===== config.mk =====
export PLATFORM = sky130hd
export DESIGN_NAME = iic_slave_rx
export DESIGN_NICKNAME = d
export VERILOG_FILES = /design/src/rtl/iic_slave_rx.sv
export SDC_FILE = /design/constraint.sdc
export NUM_CORES = 1
export LEC_CHECK = 0
export ABC_AREA = 0
export ABC_CLOCK_PERIOD_IN_PS = 1650
export CAP_MARGIN = 20
export CORE_ASPECT_RATIO = 2
export CORE_UTILIZATION = 48
export CTS_CLUSTER_SIZE = 40
export DETAILED_ROUTE_END_ITERATION = 8
export PLACE_DENSITY = 0.84
export SYNTH_ARGS = -nofsm -noshare
export SYNTH_HDL_FRONTEND = slang
export SYNTH_SLANG_ARGS = --single-unit

===== constraint.sdc =====
create_clock -name sys_clk -period 1.65 [get_ports sys_clk]
set_clock_uncertainty 0.05 [all_clocks]
set_input_delay 0.165 -clock sys_clk [delete_from_list [all_inputs] [get_ports sys_clk]]
set_output_delay 0.165 -clock sys_clk [all_outputs]
set_load 0.02 [all_outputs]

===== src/rtl/iic_slave_rx.sv =====
// Write-only I2C target: oversampled START/STOP/bit decoding, address match with ACK,
// control-byte mode latch and payload streaming with a command/data flag.
module iic_slave_rx #(
    parameter logic [6:0] SLAVE_ADDR  = 7'b0111100,
    parameter int         SYNC_STAGES = 2
) (
    input  logic       sys_clk,
    input  logic       sys_rst,
    input  logic       iic_scl,
    input  logic       iic_sda_in,
    output logic       iic_sda_oe,
    input  logic       rx_ready,
    output logic       rx_valid,
    output logic [7:0] rx_data,
    output logic       rx_ctrl,
    output logic       rx_overflow,
    output logic       busy,
    output logic       frame_done
);

    typedef enum logic [2:0] {
        IDLE, ADDR, ADDR_ACK, CTRL, CTRL_ACK, DATA, DATA_ACK, IGNORE
    } state_t;

    state_t                 state_q, state_d;
    logic [SYNC_STAGES-1:0] scl_sync_q, sda_sync_q;
    logic                   scl_prev_q, sda_prev_q;
    logic [2:0]             bit_cnt_q, bit_cnt_d;
    logic [7:0]             shift_q, shift_d;
    logic                   ack_pend_q, ack_pend_d;
    logic                   mode_q, mode_d;
    logic                   sda_oe_q, sda_oe_d;
    logic                   busy_q, busy_d;
    logic                   rx_valid_q, rx_valid_d;
    logic                   rx_overflow_q, rx_overflow_d;
    logic                   frame_done_q, frame_done_d;
    logic [7:0]             rx_data_q, rx_data_d;
    logic                   rx_ctrl_q, rx_ctrl_d;

    logic       scl_s, sda_s;
    logic       scl_rise, scl_fall, start_det, stop_det;
    logic [7:0] rx_byte;

    assign scl_s     = scl_sync_q[SYNC_STAGES-1];
    assign sda_s     = sda_sync_q[SYNC_STAGES-1];
    assign scl_rise  = scl_s & ~scl_prev_q;
    assign scl_fall  = ~scl_s & scl_prev_q;
    // Our own ACK pulls SDA low; it must never be mistaken for a START.
    assign start_det = scl_s & scl_prev_q & sda_prev_q & ~sda_s & ~sda_oe_q;
    assign stop_det  = scl_s & scl_prev_q & ~sda_prev_q & sda_s;
    assign rx_byte   = {shift_q[6:0], sda_s};

    // NOTE: every register here is plain state (no RAM), so all of it is reset;
    // the synchronizers reset to 1 so an idle bus produces no spurious edges.
    always_ff @(posedge sys_clk) begin
        if (sys_rst) begin
            scl_sync_q    <= '1;
            sda_sync_q    <= '1;
            scl_prev_q    <= 1'b1;
            sda_prev_q    <= 1'b1;
            state_q       <= IDLE;
            bit_cnt_q     <= '0;
            shift_q       <= '0;
            ack_pend_q    <= 1'b0;
            mode_q        <= 1'b0;
            sda_oe_q      <= 1'b0;
            busy_q        <= 1'b0;
            rx_valid_q    <= 1'b0;
            rx_overflow_q <= 1'b0;
            frame_done_q  <= 1'b0;
            rx_data_q     <= '0;
            rx_ctrl_q     <= 1'b0;
        end else begin
            // NOTE: non-blocking assignments keep every flop sampling pre-edge values,
            // which is what makes the synchronizer chain a chain.
            scl_sync_q    <= {scl_sync_q[SYNC_STAGES-2:0], iic_scl};
            sda_sync_q    <= {sda_sync_q[SYNC_STAGES-2:0], iic_sda_in};
            scl_prev_q    <= scl_s;
            sda_prev_q    <= sda_s;
            state_q       <= state_d;
            bit_cnt_q     <= bit_cnt_d;
            shift_q       <= shift_d;
            ack_pend_q    <= ack_pend_d;
            mode_q        <= mode_d;
            sda_oe_q      <= sda_oe_d;
            busy_q        <= busy_d;
            rx_valid_q    <= rx_valid_d;
            rx_overflow_q <= rx_overflow_d;
            frame_done_q  <= frame_done_d;
            rx_data_q     <= rx_data_d;
            rx_ctrl_q     <= rx_ctrl_d;
        end
    end

    always_comb begin
        // NOTE: defaults first so no path leaves a signal unassigned (no latches).
        state_d       = state_q;
        bit_cnt_d     = bit_cnt_q;
        shift_d       = shift_q;
        ack_pend_d    = ack_pend_q;
        mode_d        = mode_q;
        sda_oe_d      = sda_oe_q;
        busy_d        = busy_q;
        rx_valid_d    = 1'b0;
        rx_overflow_d = 1'b0;
        frame_done_d  = 1'b0;
        rx_data_d     = rx_data_q;
        rx_ctrl_d     = rx_ctrl_q;

        if (start_det) begin
            state_d    = ADDR;
            bit_cnt_d  = '0;
            ack_pend_d = 1'b0;
            sda_oe_d   = 1'b0;
            busy_d     = 1'b0;
        end else if (stop_det) begin
            state_d      = IDLE;
            ack_pend_d   = 1'b0;
            sda_oe_d     = 1'b0;
            busy_d       = 1'b0;
            frame_done_d = busy_q;
        end else begin
            unique case (state_q)
                ADDR, CTRL, DATA: begin
                    if (scl_rise && !ack_pend_q) begin
                        shift_d   = rx_byte;
                        bit_cnt_d = bit_cnt_q + 3'd1;
                        if (bit_cnt_q == 3'd7) begin
                            if (state_q == ADDR) begin
                                if (rx_byte[7:1] == SLAVE_ADDR && !rx_byte[0]) ack_pend_d = 1'b1;
                                else                                           state_d    = IGNORE;
                            end else if (state_q == CTRL) begin
                                mode_d     = rx_byte[6];
                                ack_pend_d = 1'b1;
                            end else if (rx_ready) begin
                                rx_valid_d = 1'b1;
                                rx_data_d  = rx_byte;
                                rx_ctrl_d  = ~mode_q;
                                ack_pend_d = 1'b1;
                            end else begin
                                rx_overflow_d = 1'b1;
                                state_d       = IGNORE;
                            end
                        end
                    end else if (scl_fall && ack_pend_q) begin
                        // The fall that ends bit 7 opens the ACK slot.
                        ack_pend_d = 1'b0;
                        sda_oe_d   = 1'b1;
                        if (state_q == ADDR) begin
                            busy_d  = 1'b1;
                            state_d = ADDR_ACK;
                        end else if (state_q == CTRL) begin
                            state_d = CTRL_ACK;
                        end else begin
                            state_d = DATA_ACK;
                        end
                    end
                end
                ADDR_ACK, CTRL_ACK, DATA_ACK: begin
                    if (scl_fall) begin
                        sda_oe_d  = 1'b0;
                        bit_cnt_d = '0;
                        state_d   = (state_q == ADDR_ACK) ? CTRL : DATA;
                    end
                end
                default: ;
            endcase
        end
    end

    assign iic_sda_oe  = sda_oe_q;
    assign busy        = busy_q;
    assign rx_valid    = rx_valid_q;
    assign rx_overflow = rx_overflow_q;
    assign frame_done  = frame_done_q;
    assign rx_data     = rx_data_q;
    assign rx_ctrl     = rx_ctrl_q;

endmodule


==> results <==
- The type of destination of the critical path is a register.
- The number of endpoints with negative hold slack in the final report came to 0.
- The aggregate negative setup slack is -232.5 ps.
- The utilization after layout is 67.18%.
- The number of antenna violations at the first check in global routing is 0.
- Along the worst hold path, the cell count comes to 1.
- The number of search-and-repair iterations in the first detailed-routing pass is 4.
- The run finished, with violations left.
- The post-layout instance count excluding filler cells is 242.
- The clock transition at the register clock pins on the worst setup and hold paths after CTS is 70 ps.
- For this run, the slowest stage of the critical path takes 550 ps.
- Summing all non-filler instances in the final layout gives an area of 2001 um2.
- In this run, post-CTS hold repair placed 0 buffers.
- Across the run, the number of max-cap violations was 0.
- The clock net in this run drives a total of 35 sinks.
- 0 antenna diodes ended up in the layout.
- The number of remaining DRC errors is 0.
- After detailed routing, the average wire length per cell comes to 19.31 um.
- For this design the static power due to leakage is 0.7415 nW.
- The total overflow reported by the global router is 0.
- The cell with the largest stage delay on the worst path is sky130_fd_sc_hd__or4bb_1.
- The number of synthesized flops with an enable pin is 0.
- The share of the Yosys chip area taken by registers is 45.86%.
- The die is 81.78 um tall.
- After layout, the design draws a total of 1.658 mW.
- The final layout contains 218 nets.
- Ranked by total cell area, the synthesized netlist is headed by sky130_fd_sc_hd__dfxtp_1 (46%), sky130_fd_sc_hd__a21oi_1 (6.6%), sky130_fd_sc_hd__nand3_1 (5.2%).
- The number of global-route vias before repair is 1,510.
- The startpoint kind of the worst setup timing path is a register.
- The detailed router finished its first iteration with 80 violations.
- During I/O placement, the number of pins put on the boundary was 19.
- The global-route wire length before repair is 7.127 mm.
- Cells with a size suffix above 1 make up 23.58% of the layout.
- The portion of the clock cycle consumed by the worst path in the final layout is 106.0%.
- The largest area contributor in the synthesized netlist is sky130_fd_sc_hd__dfxtp_1.
- The buffer levels on the longest clock path is 2.
- Once detail routing completed, the nets flagged for antenna violations numbered 0.
- Along the worst path, the maximum fanout reaches 2.
- The netlist uses 47 different library cells.
- The dominant cell by count in the synthesized netlist is sky130_fd_sc_hd__dfxtp_1.
- The largest net degree at the start of global routing is 26.
- The slew at the pin with the worst max-slew slack is 476.7 ps.
- The number of levels in the clock H-tree is 2.
- The overall track demand over capacity in global routing is 28.72%.
- Counting tap cells, the placed design contains a total of 231 instances.
- Clock latency on the worst-skew pair, taken at its later pin, is 290 ps.
- Counting every net in the synthesized netlist gives 179.
- The highest ir drop seen on vdd is 1.085 mV.
- The initialized floorplan defines 28 standard-cell rows.
- Timing analysis after detailed placement gives a worst setup slack of -22.77 ps.
- CTS placed an instance of sky130_fd_sc_hd__clkbuf_8 at the clock tree root.
- The number of filler instances in the final layout is 204.
- Setup repair after global routing could not meet its margin everywhere.
- The wire-length estimate of the detail-placed layout is 3.119 mm.
- Hold is met by 372.0 ps.
- The predominant post-synthesis flop cell is sky130_fd_sc_hd__dfxtp_1.
- STA puts the critical path data required time at 1790 ps.
- From left edge to right edge, the die measures 41.89 um.
- The area inside the core boundary is 2978 um2.
- The starting utilization of the core area is 51.30%.
- Relative to the synthesized area, the layout overhead comes to 30.96%.
- In the synthesized netlist, the number of instances is 172.
- The number of synthesized register bits is 35.
- After synthesis, the largest area contributor takes up 45.86% of total cell area.
- The critical path is of the register to register type.
- The worst setup slack after layout is -99.42 ps.
- The mean instance size in the synthesized netlist is 8.882 um2.
- Counting cells, the worst reg-to-reg path comes to 4.
- The last weighted congestion value of the routability-driven placer is 0.9061.
- The cell area after synthesis is 1528 um2.
- The overall via count from detail_route is 1,550.
- Setup violations remaining at the end of the flow were counted as 3.
- The placed cell area is 1853 um2.
- The floorplan step defined a die boundary enclosing 3426 um2.
- Input and output buffers added on the ports amount to 18.
- The worst slew margin relative to its limit is 67.40%.
- The class of the tightest hold or removal check is register to register.
- The signal on the critical path passes through or4bb_1, o211ai_1, a32oi_2, mux2_4.
- The data arrival time at the worst-slack endpoint is 1890 ps.
- The number of max-slew violations in the final report came to 0.
- The final critical delay including setup and external delays is 1749 ps.
- The checks that failed: negative setup slack.
- For this design the ratio of total power to cell area is 828.5 nW/um2.
- By count the netlist is led by sky130_fd_sc_hd__dfxtp_1 (35), sky130_fd_sc_hd__nand2_1 (21), sky130_fd_sc_hd__a21oi_1 (20).
- Counting flops with an async set or reset pin after synthesis yields a share of 0%.
- Buffers inserted during clock tree synthesis total 5.
- The number of warnings printed during yosys synthesis is 0.
- TritonCTS built the clock tree.
- The final layout contains routed wiring with a total length of 4.672 mm.
- Based on the critical path, the design can be clocked at up to 571.6 MHz.
- In the routed layout, each cell is associated on average with a via count of 6.405.
==> flip-flops by register name (all words and copies together), names as in the netlist <==
signal	count
rx_data	8
shift_q	7
bit_cnt_q	3
state_q	3
scl_sync_q	2
sda_sync_q	2
ack_pend_q	1
busy	1
frame_done	1
iic_sda_oe	1
mode_q	1
rx_ctrl	1
rx_overflow	1
rx_valid	1
scl_prev_q	1
sda_prev_q	1
==> layout by cell type, fill, tap and decap left out, types with 2 or more instances in the layout <==
master / Yosys / routed
sky130_fd_sc_hd__or2_2: 6 / 6
sky130_fd_sc_hd__a21oi_1: 20 / 19
sky130_fd_sc_hd__o211ai_1: 2 / 2
sky130_fd_sc_hd__mux2i_1: 2 / 2
sky130_fd_sc_hd__dfxtp_2: 0 / 2
sky130_fd_sc_hd__nand2_1: 21 / 21
sky130_fd_sc_hd__clkbuf_8: 0 / 7
sky130_fd_sc_hd__dfxtp_1: 35 / 33
sky130_fd_sc_hd__o21ai_0: 8 / 7
sky130_fd_sc_hd__inv_1: 4 / 4
sky130_fd_sc_hd__nor2b_1: 2 / 2
sky130_fd_sc_hd__nor3_1: 3 / 3
sky130_fd_sc_hd__o21bai_1: 2 / 2
sky130_fd_sc_hd__o21ai_1: 3 / 4
sky130_fd_sc_hd__nand2b_1: 3 / 3
sky130_fd_sc_hd__buf_4: 0 / 24
sky130_fd_sc_hd__ha_1: 2 / 2
sky130_fd_sc_hd__clkdlybuf4s50_1: 0 / 18
sky130_fd_sc_hd__nand3_1: 16 / 16
sky130_fd_sc_hd__o2111ai_1: 2 / 2
sky130_fd_sc_hd__nor2_1: 2 / 2
==> cell type report <==
type	count	area, um2	area share (%)
sequential	35	703.2	35.15
multi-input combinational	123	784.5	39.21
clock buffer	8	100.1	5.003
timing repair buffer	42	360.3	18.01
tap	30	37.54	1.876
inverter	4	15.01	0.7505
==> final timing paths <==
path / to / slack, ps / from
hold reg to reg: sda_sync_q[1]$_SDFF_PP1_ / 370 / sda_sync_q[0]$_SDFF_PP1_
hold / removal: sda_sync_q[1]$_SDFF_PP1_ / 370 / sda_sync_q[0]$_SDFF_PP1_
setup / recovery: state_q[0]$_SDFFE_PP0P_ / -100 / shift_q[0]$_SDFFE_PP0P_
setup reg to reg: state_q[0]$_SDFFE_PP0P_ / -100 / shift_q[0]$_SDFFE_PP0P_
==> cell families after synthesis <==
group / Yosys count / share of synthesized area (%)
adders and majority gates: 2 / 1.638
and+or+nand+nor: 67 / 23.34
DFF: 35 / 45.86
AOI/OAI and AO/OA: 51 / 22.61
muxes: 3 / 2.293
buffers and inverters: 14 / 4.259
==> metal layers <==
metal / share of wire (%) / GRT usage, %
met2: 55 / 55.31
met4: 8.2 / 23.23
met3: 4.3 / 5.275
met5: 0 / 0
met1: 33 / 24.65
==> what timing repair did <==
| item | in CTS | in global routing |
|---|---|---|
| resized for setup | 7 | 3 |
| pin swaps | 0 | 4 |
| setup buffers | 0 | 3 |
| endpoints found under the setup margin | 9 | 9 |
==> critical path: cells and delay by family (launching register included) <==
kind | cells | cell delay [ps]
muxes | 1 | 310
AOI/OAI and AO/OA | 2 | 430
and+or+nand+nor | 1 | 550
DFF | 1 | 310
==> power breakdown <==
part / leakage (nW) / switching (mW) / internal, mW / total, mW
logic: 0.407 / 0.0617 / 0.0447 / 0.106
registers: 0.283 / 0.00665 / 0.852 / 0.858
clock network: 0.0515 / 0.312 / 0.381 / 0.693
total: 0.742 / 0.380 / 1.28 / 1.66
Note: power is estimated with default switching activity, not from simulation.
